File: src/rtl/regfile_write_arbiter_pkg.sv
// regfile_pkg: shared defaults and state encoding for regfile_write_arbiter.
//   ADDR_W, DATA_W, NUM_REGS, CLEAR_VALUE : default geometry and clear pattern
//   arbState_t                            : CLEAR (clear pass) / RUN (arbitration)
package regfile_pkg;

    localparam int unsigned ADDR_W   = 5;
    localparam int unsigned DATA_W   = 32;
    localparam int unsigned NUM_REGS = 32;
    localparam logic [31:0] CLEAR_VALUE = 32'h0000_0000;

    typedef enum logic {
        CLEAR = 1'b0,
        RUN   = 1'b1
    } arbState_t;

endpackage

File: src/rtl/regfile_write_arbiter_if.sv
// regfile_write_arbiter_if: request/grant bus for the two write requesters,
// the clear-pass control and the register-file write port.
//   Req0/Addr0/Data0/Gnt0 : port 0 (CPU writeback)
//   Req1/Addr1/Data1/Gnt1 : port 1 (host/debug loader)
//   ClearReq/Busy         : clear-pass start pulse and in-progress flag
//   WriteRegister/WriteData/RegWrite : register-file write port
// Modports: master = requesters and register file, slave = arbiter.
interface regfile_write_arbiter_if #(
    parameter int unsigned ADDR_W = 5,
    parameter int unsigned DATA_W = 32
);

    logic              Req0;
    logic [ADDR_W-1:0] Addr0;
    logic [DATA_W-1:0] Data0;
    logic              Gnt0;
    logic              Req1;
    logic [ADDR_W-1:0] Addr1;
    logic [DATA_W-1:0] Data1;
    logic              Gnt1;
    logic              ClearReq;
    logic              Busy;
    logic [ADDR_W-1:0] WriteRegister;
    logic [DATA_W-1:0] WriteData;
    logic              RegWrite;

    modport master (
        output Req0, Addr0, Data0,
        output Req1, Addr1, Data1,
        output ClearReq,
        input  Gnt0, Gnt1, Busy,
        input  WriteRegister, WriteData, RegWrite
    );

    modport slave (
        input  Req0, Addr0, Data0,
        input  Req1, Addr1, Data1,
        input  ClearReq,
        output Gnt0, Gnt1, Busy,
        output WriteRegister, WriteData, RegWrite
    );

endinterface

File: src/rtl/regfile_write_arbiter_arb2_pick.sv
// arb2_pick: combinational two-input grant picker.
//   Req0, Req1 : requests
//   LastGnt    : port granted on the last completed handshake (1 = port 1)
//   Gnt0, Gnt1 : one-hot (or zero) grants
// Macro REGFILE_ARB_ROUND_ROBIN_EN selects round-robin on contention;
// otherwise port 0 always wins and LastGnt is ignored.
module arb2_pick (
    input  logic Req0,
    input  logic Req1,
    input  logic LastGnt,
    output logic Gnt0,
    output logic Gnt1
);

`ifdef REGFILE_ARB_ROUND_ROBIN_EN
    // On contention the port that did not win last time goes first.
    always_comb begin
        Gnt0 = Req0 & (~Req1 | LastGnt);
        Gnt1 = Req1 & (~Req0 | ~LastGnt);
    end
`else
    logic unusedLastGnt;
    assign unusedLastGnt = LastGnt;

    always_comb begin
        Gnt0 = Req0;
        Gnt1 = Req1 & ~Req0;
    end
`endif

endmodule

File: src/rtl/regfile_write_arbiter.sv
// regfile_write_arbiter: shares the single register-file write port between
// port 0 (CPU writeback) and port 1 (host/debug loader), and runs a clear
// pass writing CLEAR_VALUE to every register after reset or on ClearReq.
//   Clk   : clock, all state on posedge
//   Rst_n : asynchronous active-low reset
//   bus   : regfile_write_arbiter_if.slave (requests, grants, ClearReq/Busy,
//           registered WriteRegister/WriteData/RegWrite)
// Macro REGFILE_ARB_ROUND_ROBIN_EN adds the LastGnt flop for round-robin
// arbitration; undefined gives fixed priority, port 0 first.
module regfile_write_arbiter #(
    parameter int unsigned NUM_REGS = regfile_pkg::NUM_REGS,
    parameter int unsigned ADDR_W   = regfile_pkg::ADDR_W,
    parameter int unsigned DATA_W   = regfile_pkg::DATA_W,
    parameter logic [DATA_W-1:0] CLEAR_VALUE = DATA_W'(regfile_pkg::CLEAR_VALUE)
) (
    input logic Clk,
    input logic Rst_n,
    regfile_write_arbiter_if.slave bus
);

    import regfile_pkg::*;

    localparam logic [ADDR_W-1:0] LAST_IDX = ADDR_W'(NUM_REGS - 1);

    arbState_t         state;
    logic [ADDR_W-1:0] clrIdx;
    logic [ADDR_W-1:0] writeRegisterQ;
    logic [DATA_W-1:0] writeDataQ;
    logic              regWriteQ;

    logic              lastGnt;
    logic              pickGnt0;
    logic              pickGnt1;
    logic              runOpen;
    logic              gnt0;
    logic              gnt1;
    logic              hs0;
    logic              hs1;
    logic [ADDR_W-1:0] selAddr;
    logic [DATA_W-1:0] selData;

    arb2_pick uPick (
        .Req0    (bus.Req0),
        .Req1    (bus.Req1),
        .LastGnt (lastGnt),
        .Gnt0    (pickGnt0),
        .Gnt1    (pickGnt1)
    );

    // Grants are only open in RUN and are suppressed in a ClearReq cycle so
    // the clear request can never coincide with a handshake.
    always_comb begin
        runOpen = (state == RUN) && !bus.ClearReq;
        gnt0    = runOpen & pickGnt0;
        gnt1    = runOpen & pickGnt1;
        hs0     = bus.Req0 & gnt0;
        hs1     = bus.Req1 & gnt1;
        selAddr = hs0 ? bus.Addr0 : bus.Addr1;
        selData = hs0 ? bus.Data0 : bus.Data1;
    end

    assign bus.Gnt0          = gnt0;
    assign bus.Gnt1          = gnt1;
    assign bus.Busy          = (state == CLEAR);
    assign bus.WriteRegister = writeRegisterQ;
    assign bus.WriteData     = writeDataQ;
    assign bus.RegWrite      = regWriteQ;

    always_ff @(posedge Clk or negedge Rst_n) begin
        if (!Rst_n) begin
            state          <= CLEAR;
            clrIdx         <= '0;
            writeRegisterQ <= '0;
            writeDataQ     <= '0;
            regWriteQ      <= 1'b0;
        end else begin
            case (state)
                CLEAR: begin
                    regWriteQ      <= 1'b1;
                    writeRegisterQ <= clrIdx;
                    writeDataQ     <= CLEAR_VALUE;
                    if (clrIdx == LAST_IDX) begin
                        clrIdx <= '0;
                        state  <= RUN;
                    end else begin
                        clrIdx <= clrIdx + ADDR_W'(1);
                    end
                end
                RUN: begin
                    if (bus.ClearReq) begin
                        regWriteQ <= 1'b0;
                        clrIdx    <= '0;
                        state     <= CLEAR;
                    end else if (hs0 || hs1) begin
                        // Register 0 handshakes are accepted but dropped,
                        // leaving the previous address/data on the port.
                        if (selAddr != '0) begin
                            regWriteQ      <= 1'b1;
                            writeRegisterQ <= selAddr;
                            writeDataQ     <= selData;
                        end else begin
                            regWriteQ <= 1'b0;
                        end
                    end else begin
                        regWriteQ <= 1'b0;
                    end
                end
                default: begin
                    state     <= CLEAR;
                    clrIdx    <= '0;
                    regWriteQ <= 1'b0;
                end
            endcase
        end
    end

`ifdef REGFILE_ARB_ROUND_ROBIN_EN
    // Reset value 1 means "port 1 won last", giving port 0 first priority.
    always_ff @(posedge Clk or negedge Rst_n) begin
        if (!Rst_n) begin
            lastGnt <= 1'b1;
        end else if (hs0) begin
            lastGnt <= 1'b0;
        end else if (hs1) begin
            lastGnt <= 1'b1;
        end
    end
`else
    assign lastGnt = 1'b1;
`endif

endmodule

File: src/flat_wrapper.sv
// flat-port wrapper written by rule: the top's interface ports become plain ports
module regfile_write_arbiter_flat import regfile_pkg::*;
#(
    parameter int unsigned NUM_REGS = regfile_pkg::NUM_REGS,
    parameter int unsigned ADDR_W   = regfile_pkg::ADDR_W,
    parameter int unsigned DATA_W   = regfile_pkg::DATA_W,
    parameter logic [DATA_W-1:0] CLEAR_VALUE = DATA_W'(regfile_pkg::CLEAR_VALUE)
)
  (Clk, Rst_n, bus_Req0, bus_Addr0, bus_Data0, bus_Req1, bus_Addr1, bus_Data1, bus_ClearReq, bus_Gnt0, bus_Gnt1, bus_Busy, bus_WriteRegister, bus_WriteData, bus_RegWrite);
  regfile_write_arbiter_if #(.ADDR_W(ADDR_W), .DATA_W(DATA_W)) bus_i ();
  input logic Clk;
  input logic Rst_n;
  input wire logic [$bits(bus_i.Req0)-1:0] bus_Req0;
  input wire logic [$bits(bus_i.Addr0)-1:0] bus_Addr0;
  input wire logic [$bits(bus_i.Data0)-1:0] bus_Data0;
  input wire logic [$bits(bus_i.Req1)-1:0] bus_Req1;
  input wire logic [$bits(bus_i.Addr1)-1:0] bus_Addr1;
  input wire logic [$bits(bus_i.Data1)-1:0] bus_Data1;
  input wire logic [$bits(bus_i.ClearReq)-1:0] bus_ClearReq;
  output wire logic [$bits(bus_i.Gnt0)-1:0] bus_Gnt0;
  output wire logic [$bits(bus_i.Gnt1)-1:0] bus_Gnt1;
  output wire logic [$bits(bus_i.Busy)-1:0] bus_Busy;
  output wire logic [$bits(bus_i.WriteRegister)-1:0] bus_WriteRegister;
  output wire logic [$bits(bus_i.WriteData)-1:0] bus_WriteData;
  output wire logic [$bits(bus_i.RegWrite)-1:0] bus_RegWrite;
  assign bus_i.Req0 = bus_Req0;
  assign bus_i.Addr0 = bus_Addr0;
  assign bus_i.Data0 = bus_Data0;
  assign bus_i.Req1 = bus_Req1;
  assign bus_i.Addr1 = bus_Addr1;
  assign bus_i.Data1 = bus_Data1;
  assign bus_i.ClearReq = bus_ClearReq;
  assign bus_Gnt0 = bus_i.Gnt0;
  assign bus_Gnt1 = bus_i.Gnt1;
  assign bus_Busy = bus_i.Busy;
  assign bus_WriteRegister = bus_i.WriteRegister;
  assign bus_WriteData = bus_i.WriteData;
  assign bus_RegWrite = bus_i.RegWrite;
  regfile_write_arbiter #(.NUM_REGS(NUM_REGS), .ADDR_W(ADDR_W), .DATA_W(DATA_W), .CLEAR_VALUE(CLEAR_VALUE)) u_core (.Clk(Clk), .Rst_n(Rst_n), .bus(bus_i));
endmodule
File: config.mk
export PLATFORM = sky130hd
export DESIGN_NAME = regfile_write_arbiter_flat
export DESIGN_NICKNAME = d
export VERILOG_FILES = /design/src/rtl/regfile_write_arbiter_pkg.sv /design/src/rtl/regfile_write_arbiter_if.sv /design/src/rtl/regfile_write_arbiter_arb2_pick.sv /design/src/rtl/regfile_write_arbiter.sv /design/src/flat_wrapper.sv
export SDC_FILE = /design/constraint.sdc
export NUM_CORES = 1
export LEC_CHECK = 0
export ABC_CLOCK_PERIOD_IN_PS = 2600
export CAP_MARGIN = 30
export CORE_MARGIN = 1.5
export CORE_UTILIZATION = 38
export CTS_CLUSTER_DIAMETER = 150
export DETAILED_ROUTE_END_ITERATION = 10
export PLACE_DENSITY = 0.78
export SLEW_MARGIN = 20
export SYNTH_ARGS = -nofsm -noshare
export SYNTH_HDL_FRONTEND = slang
export SYNTH_SLANG_ARGS = --single-unit
File: constraint.sdc
create_clock -name Clk -period 2.6 [get_ports Clk]
set_clock_uncertainty 0.15 [all_clocks]
set_input_delay 0.52 -clock Clk [delete_from_list [all_inputs] [get_ports Clk]]
set_output_delay 0.52 -clock Clk [all_outputs]
set_load 0.02 [all_outputs]
After elaboration in Yosys (flattened, before gate mapping)
Index checks and enable logic that the tools add are counted.

$mul: 0. Magnitude comparators: 0. Reductions and logical operators: 5. Add/sub/neg operators: 1. Shift-type cells: 0. Mux-type cells: 20. Divide/modulo/power cells: 0. Bitwise gates (word level): 7. Equal/unequal tests: 5.

Operators with widths (count): 2-to-1 mux 32 bit (4); one-hot mux 32 bit (2 select lines) (1); 2-to-1 mux 5 bit (6); one-hot mux 5 bit (2 select lines) (2); != test 2 bit, second input constant (4); adder 5 x 1 -> 5 bit, second input constant (1); bitwise AND 1 bit (5); == test 5 bit, second input constant (1); 2-to-1 mux 1 bit (5); nonzero test 5 bit (1); one-hot mux 1 bit (2 select lines) (2); AND reduction 3 bit (1); NOT 1 bit (2); logical AND 1 bit (1); zero test 1 bit (1); logical OR 1 bit (1).

Bits in latches: 0. Bits of input ports: 79. RAM bits: 0. Bits in registers: 44. Memories: 0. Word-level logic and storage cells: 43. Output and inout bits: 41. Memory bits (read-only): 0.

Logic depth before layout (Yosys ltp)
Gate-level depths: netlist of run 1.

Depth in word-level cells: 10. Depth in mapped cells: 8. Depth with buffers taken out: 7.

Cells and area by module
From an unflattened synthesis of run 1, not the netlist that was laid out.

Cells, all modules: 218. Area total of the unflattened synthesis: 2446.1 sq um.

Modules (own cells, without submodules): regfile_write_arbiter (seq. area each 1101.1 sq um, cells each 216, area each 2424.8 sq um, times used 1); arb2_pick (seq. area each 0.0 sq um, cells each 2, area each 21.3 sq um, times used 1).

Worst setup path before layout of run 1
OpenSTA, ideal clock, no wires.

Path type: input -> register. Start: input bus_Addr1[1]. End: register u_core.writeDataQ[11], in the netlist u_core.bus.WriteData[11]. Data arrival time: 1920 ps. Slack: 432 ps. Data required time: 2353 ps. Path buffers: 3. Stages: 7. Library setup time: 97 ps. Path through: or3_1 o31a_1 buf_6 or2_1 buf_6 buf_6 a311oi_2.

Word-level cells in the longest chain between the ends: 4.

Ends and longest elaborated chain: from (decl) (line flat_wrapper.sv:17) `input wire logic [$bits(bus_i.Addr1)-1:0] bus_Addr1;`; 2-to-1 mux 5 bit (line regfile_write_arbiter.sv:58) `selAddr = hs0 ? bus.Addr0 : bus.Addr1;`; nonzero test 5 bit (line regfile_write_arbiter.sv:97) `if (selAddr != '0) begin`; != test 2 bit (no source line); AND reduction 3 bit (no source line); to (signal assigned) (line regfile_write_arbiter.sv:100) `writeDataQ <= selData;`; to (decl) (line regfile_write_arbiter.sv:28) `logic [DATA_W-1:0] writeDataQ;`.

No other way between the ends. A chain may end at the register's enable or synchronous reset.

Worst setup path in the final report of run 1
Start: input bus_ClearReq. End: output bus_Gnt1.

Word-level cells in the longest chain between the ends: 3.

Ends and longest elaborated chain: from (decl) (line flat_wrapper.sv:19) `input wire logic [$bits(bus_i.ClearReq)-1:0] bus_ClearReq;`; zero test 1 bit (line regfile_write_arbiter.sv:53) `runOpen = (state == RUN) && !bus.ClearReq;`; logical AND 1 bit (line regfile_write_arbiter.sv:53); bitwise AND 1 bit (line regfile_write_arbiter.sv:55) `gnt1 = runOpen & pickGnt1;`; to (decl) (line flat_wrapper.sv:21) `output wire logic [$bits(bus_i.Gnt1)-1:0] bus_Gnt1;`.

No other way between the ends.

==> metrics.txt, run 1 <==
RSZ-0062 raised after global routing false; register bit count reported by yosys 44; Sequential Area approximately 0.0011 sq mm; multi-input logic area roughly 0.0011 sq mm; initial antenna violation count 0; nets@finish 436; maximum VDD drop approximately 0.33 mV; dominant synthesized flop cell dfrtp_1; CTS Sinks 44; antenna-violating nets left 0; part of the power in registers 0.402; Routed wire per std cell 15.5 um; Synth Warn # 0; die height 80.9 um; critical path cell sequence clkdlybuf4s50_1, and4bb_2, dlygate4sd2_1; max incr delay on CP slightly below 0.5 ns; final hold vios 0; fillers 515; internal power approximately 1.5 mW; largest area contributor in the netlist dfrtp_1; distinct cell type count after synthesis 42; GPL Wtd Cong roughly 0.84; PwrDens 569 mW/mm^2; synthesized area per cell a little over 10 sq um; Tot Pwr 2.15 mW; Final Critical Period 2.36 ns; clock-pin slew of the registers on the worst-case setup and hold paths roughly 0.080 ns; Root Driver clkbuf_8; Via density 5.37; routed wire length approximately 6700 um; largest net degree at the start of global routing 36; Slew Limit Headroom 0.565; Synth Cell Area 0.00230 sq mm; Gate Count Post-Synth roughly 230; number of setup buffers added after CTS 0; minimum hold slack about 0.1 ns; Seq/Total Area, Yosys 0.478; number of max-cap violations 0; area grow syn2layout 63.8%; Total GRT Usage 0.206; Least-Margin Pin Slew ~0.65 ns; DR vias between 2000 and 2500; core area slightly below 0.006 sq mm; first-pass GRT wire length between 10000 and 15000 um; required time worst endpoint between 1.5 and 2 ns; max-slew violations 0; ANT cells 0; vias in the first global route about 2200; total CTS buffers 5; Max clock buf depth 2; row cnt 28; grt total ovfl 0; Combinational Power Share 0.360; asr flop ratio synth 1.00; NetSw between 600 and 700 uW; critical path's top delay family buffers and inverters; DR pass1 iterations 4; syn nets ~310; CTS tree yes; CTS H-tree lvls 2; post-layout util 0.641; CP Max Fanout 5; die width 80.9 um; Initial Util 0.391; status complete, no violations; final setup vio count 0; leakage power ~1.7 nW; DRC 0; synth top area cells dfrtp_1, nand2_1, a22o_1; kind of critical path in2out; switching share of total power 0.314; CP Data Arrival Time 1.69 ns; CP Capture Type output pin; Skew-Pair Late Insertion Delay about 0.29 ns; fmax 424 MHz; I/O Buffers 119; Critical Path Start Type primary input; period utilization 0.908; CP max stage cell clkdlybuf4s50_1; Synth top area share 0.478; Post-CTS Hold Fix Bufs 0; proportion of layout cells with a drive suffix above 1 0.124; Clock power frac 0.238; worst min path class in2async; DPL Wire Length between 5000 and 6000 um; number of synthesized flops with an enable pin 0; die area roughly 0.0065 sq mm; Resize count post-CTS 1; IO Count 120; Crit path buffers/inverters 2; DRT iter0 DRCs 95
==> final timing paths <==
check	start	end	slack [ns]	cells after the start
setup / recovery	bus_ClearReq	bus_Gnt1	0.24	3
hold / removal	Rst_n	u_core.bus.WriteData[2]	0.1	1
setup reg to reg	u_core.state	u_core.bus.WriteData[15]	0.70	6
hold reg to reg	u_core.bus.WriteData[22]	u_core.bus.WriteData[22]	0.33	1
max in group asynchronous	Rst_n	u_core.bus.WriteData[10]	1.62	2
min in group Clk	u_core.bus.WriteData[22]	u_core.bus.WriteData[22]	0.33	1
==> routing by layer <==
| metal | GRT usage | vias to the layer above | wire length (um) |
|---|---|---|---|
| met5 | 0 | - | 0 |
| met4 | 0.0414 | 0 | 57 |
| met1 | 0.268 | 1090 | 2880 |
| met2 | 0.343 | 114 | 3030 |
| met3 | 0.0584 | 5 | 710 |
| li1 | - | 1104 | - |
==> power groups by stage <==
stage | Combinational, mW | Clock [mW] | Sequential, mW
final | 0.772 | 0.511 | 0.864
after detailed placement | 0.776 | 0 | 0.873
after global routing | 0.836 | 0.549 | 0.877
after CTS | 0.776 | 0.528 | 0.863
after global placement | 0.760 | 0 | 0.872
after floorplan | 0.346 | 0 | 0.924
==> stage by stage <==
| stage | setup TNS [ns] | cell area [sq um] | cells | worst slack [ns] |
|---|---|---|---|---|
| floorplan | 0 | 2300 | 228 | 0.432 |
| global placement | -0.0137 | 3660 | 423 | -0.0137 |
| detailed placement | -0.0429 | 3660 | 423 | -0.0210 |
| CTS | 0 | 3770 | 431 | 0.00808 |
| global route | 0 | 3770 | 431 | 0.196 |
| finish | 0 | 3770 | 431 | 0.240 |
==> area by class of cell <==
class / instances / area share
clock buffer: 6 / 0.0192
sequential: 44 / 0.292
inverter: 3 / 0.00299
timing repair buffer: 139 / 0.361
clock inverter: 2 / 0.00929
tap: 75 / 0.0249
multi-input combinational: 162 / 0.291
==> synthesized netlist by cell type, types with 2 or more instances <==
library cell,n
a311oi_2,10
nor3_1,21
a311oi_1,6
a21o_1,16
buf_6,3
or3_1,2
a21oi_1,2
o221a_2,2
dfrtp_1,44
clkbuf_1,9
a221o_1,2
a31oi_1,2
ha_1,2
clkinv_1,2
o21ai_0,5
mux2i_1,2
nand3b_1,2
nor2_1,7
nor2b_1,2
nand2_1,44
buf_1,2
buf_2,4
a22o_1,18
==> logic make-up after synthesis <==
group | share of synthesized area
adders and majority gates | 0.0109
AOI/OAI and AO/OA | 0.280
and+or+nand+nor | 0.169
DFF | 0.478
muxes | 0.00869
buffers and inverters | 0.0494
xor gates and xnor gates | 0.00380
==> registers in the layout, summed over array words and instances, names as in the netlist <==
register / flops
u_core.bus.WriteData: 32
u_core.bus.WriteRegister: 5
u_core.clrIdx: 5
u_core.bus.RegWrite: 1
u_core.state: 1
==> layout by cell type, fill, tap and decap left out, drive strengths merged, types with 3 or more instances in the layout <==
cell and instances:
dfrtp 44, nor2 7, clkbuf 6, clkinv 3
a22o 18, a21oi 3, buf 21, a311oi 16
a21o 16, o21ai 5, clkdlybuf4s50 116, nor3 22
nand2 44
(Power assumes the default switching activity.)
==> run 2, diff against run 1 <==
--- a/config.mk
+++ b/config.mk
@@ -7,11 +7,12 @@
 export LEC_CHECK = 0
 export ABC_CLOCK_PERIOD_IN_PS = 2600
 export CAP_MARGIN = 30
+export CORE_ASPECT_RATIO = 0.9
 export CORE_MARGIN = 1.5
-export CORE_UTILIZATION = 38
+export CORE_UTILIZATION = 40
 export CTS_CLUSTER_DIAMETER = 150
 export DETAILED_ROUTE_END_ITERATION = 10
-export PLACE_DENSITY = 0.78
+export PLACE_DENSITY = 0.81
 export SLEW_MARGIN = 20
 export SYNTH_ARGS = -nofsm -noshare
 export SYNTH_HDL_FRONTEND = slang
==> run 2 against run 1 <==
Via count rose by 0.56%. Sequential power is 0.6% higher. Wire length increased by 0.63%. Register-to-register slack got worse by 0.14 ns. Final cell count is 1.2% lower. Worst hold slack gained 0.23 ns. Count of clock-buffer cells in the layout down 1. Critical path type unchanged. Largest cell class unchanged. Highest routed layer unchanged.
==> metrics.txt, run 2 (synthesis results as in run 1) <==
met3 usage in global routing 0.0713; proportion of layout cells with a drive suffix above 1 0.124; Critical Path Start Type primary input; DR pass1 iterations 4; number of max-cap violations 0; most frequent CP cell clkdlybuf4s50_1; Via density between 5 and 6; worst min path class reg2reg; kind of critical path in2out; ANT cells 0; die height 75.0 um; CTS tree yes; largest net degree at the start of global routing 26; die area 0.00622 sq mm; Slew Limit Headroom 0.732; first-pass GRT wire length between 10000 and 15000 um; CP Max Fanout 3; Final Critical Period 2.55 ns; CTS H-tree lvls 2; CP max stage cell clkdlybuf4s50_1; DR vias roughly 2300; status complete, no violations; period utilization 0.980; GR peak layer met2; most frequent cells in the layout clkdlybuf4s50_1, nand2_1, dfrtp_1; required time worst endpoint between 1.5 and 2 ns; grt total ovfl 0; maximum VDD drop roughly 0.44 mV; Crit path buffers/inverters 2; GPL Wtd Cong between 0.8 and 0.9; total CTS buffers 5; GR met2 Demand/Resource 0.378; routed wire length approximately 6700 um; minimum hold slack between 0.3 and 0.4 ns; most common cell after layout, fill and taps aside clkdlybuf4s50_1; fmax ~390 MHz; final hold vios 0; DRT iter0 DRCs 132; Total GRT Usage 0.216; max-slew violations 0; vias in the first global route roughly 2400; row cnt 26; initial antenna violation count 0; max reg flops 32; CP Capture Type output pin; Initial Util 0.409; max incr delay on CP around 0.6 ns; Max clock buf depth 2; CP Data Arrival Time 1.88 ns; die width around 83 um; Setup TNS Final 0 ns; clock-pin slew of the registers on the worst-case setup and hold paths roughly 0.080 ns; DRC 0; critical path cell sequence clkdlybuf4s50_1, and4bb_2, clkdlybuf4s50_1; area grow syn2layout 62.8%; antenna-violating nets left 0; final setup vio count 0; RSZ-0062 raised after global routing false; PwrDens ~570 mW/mm^2; Routed wire per std cell between 15 and 20 um; leakage power between 1.5 and 2 nW; Tot Pwr between 2 and 2.5 mW; DPL Wire Length between 5000 and 6000 um; nets@finish approximately 440; IO Count 120; CTS Sinks between 40 and 50; critical path's top delay family buffers and inverters; Root Driver clkbuf_8; Least-Margin Pin Slew 0.401 ns; Resize count post-CTS 0; I/O Buffers between 100 and 150; GR Layer Usage met1 0.260; Skew-Pair Late Insertion Delay 0.29 ns; core area between 0.005 and 0.006 sq mm
[run 2: changes by cell type in the layout (fill, tap and decap cells not counted)]
cell,delta
inv_6,+1
clkinv_2,-1
dlymetal6s2s_1,-1
buf_4,+1
buf_12,-2
dlygate4sd3_1,+1
dlygate4sd2_1,-1
clkbuf_1,-1
clkinvlp_4,+1
clkdlybuf4s50_1,+2
[run 2: routing by layer]
layer / share of wire / wire length (um)
met1: 0.43 / 2880
met2: 0.47 / 3150
met3: 0.10 / 673
met4: 0.0025 / 17
met5: 0 / 0
[run 2: through the flow]
stage,cell area [sq um],setup WS [ns],instances,util
finish,3750,0.0515,426,0.666
global route,3750,0.00518,426,0.666
CTS,3750,0.0356,426,0.666
detailed placement,3620,-0.00805,417,0.644
global placement,3620,0.0532,417,0.644
floorplan,2300,0.432,228,-
[run 2: power by group]
group / switching, mW / internal, mW
Combinational: 0.358 / 0.395
Sequential: 0.0877 / 0.781
Clock: 0.244 / 0.289
Total: 0.690 / 1.47
[run 2: area by class of cell]
cell class	instances	area [sq um]
Clock inverter	3	46.3
Clock buffer	5	68.8
Fill cell	435	1880
Inverter	3	11.3
Timing Repair Buffer	139	1340
Tap cell	70	87.6
Sequential cell	44	1100
Multi-Input combinational cell	162	1100
[run 2: worst paths after layout]
| check | startpoint | to | slack, ns | depth (start not counted) |
|---|---|---|---|---|
| min | u_core.bus.WriteData[25] | u_core.bus.WriteData[25] | 0.33 | 1 |
| min in group asynchronous | Rst_n | u_core.bus.WriteData[19] | 0.52 | 2 |
| min reg2reg | u_core.bus.WriteData[25] | u_core.bus.WriteData[25] | 0.33 | 1 |
| max reg2reg | u_core.state | u_core.bus.WriteData[7] | 0.56 | 6 |
| max | bus_ClearReq | bus_Gnt1 | 0.05 | 3 |
| max in group asynchronous | Rst_n | u_core.clrIdx[4] | 1.24 | 3 |
[run 2: worst register-to-register path: stages (launching register included)]
cell and delay [ns]:
dfrtp_1 0.46, nand3b_1 0.16, buf_4 0.29, a21oi_4 0.09, or2_1 0.31, buf_4 0.20, a311oi_1 0.27
[run 2: what timing repair did]
| action | in CTS | in global routing |
|---|---|---|
| endpoints found under the hold margin | 16 | 0 |
| buffers inserted | 0 | 0 |
| hold buffers | 1 | 0 |
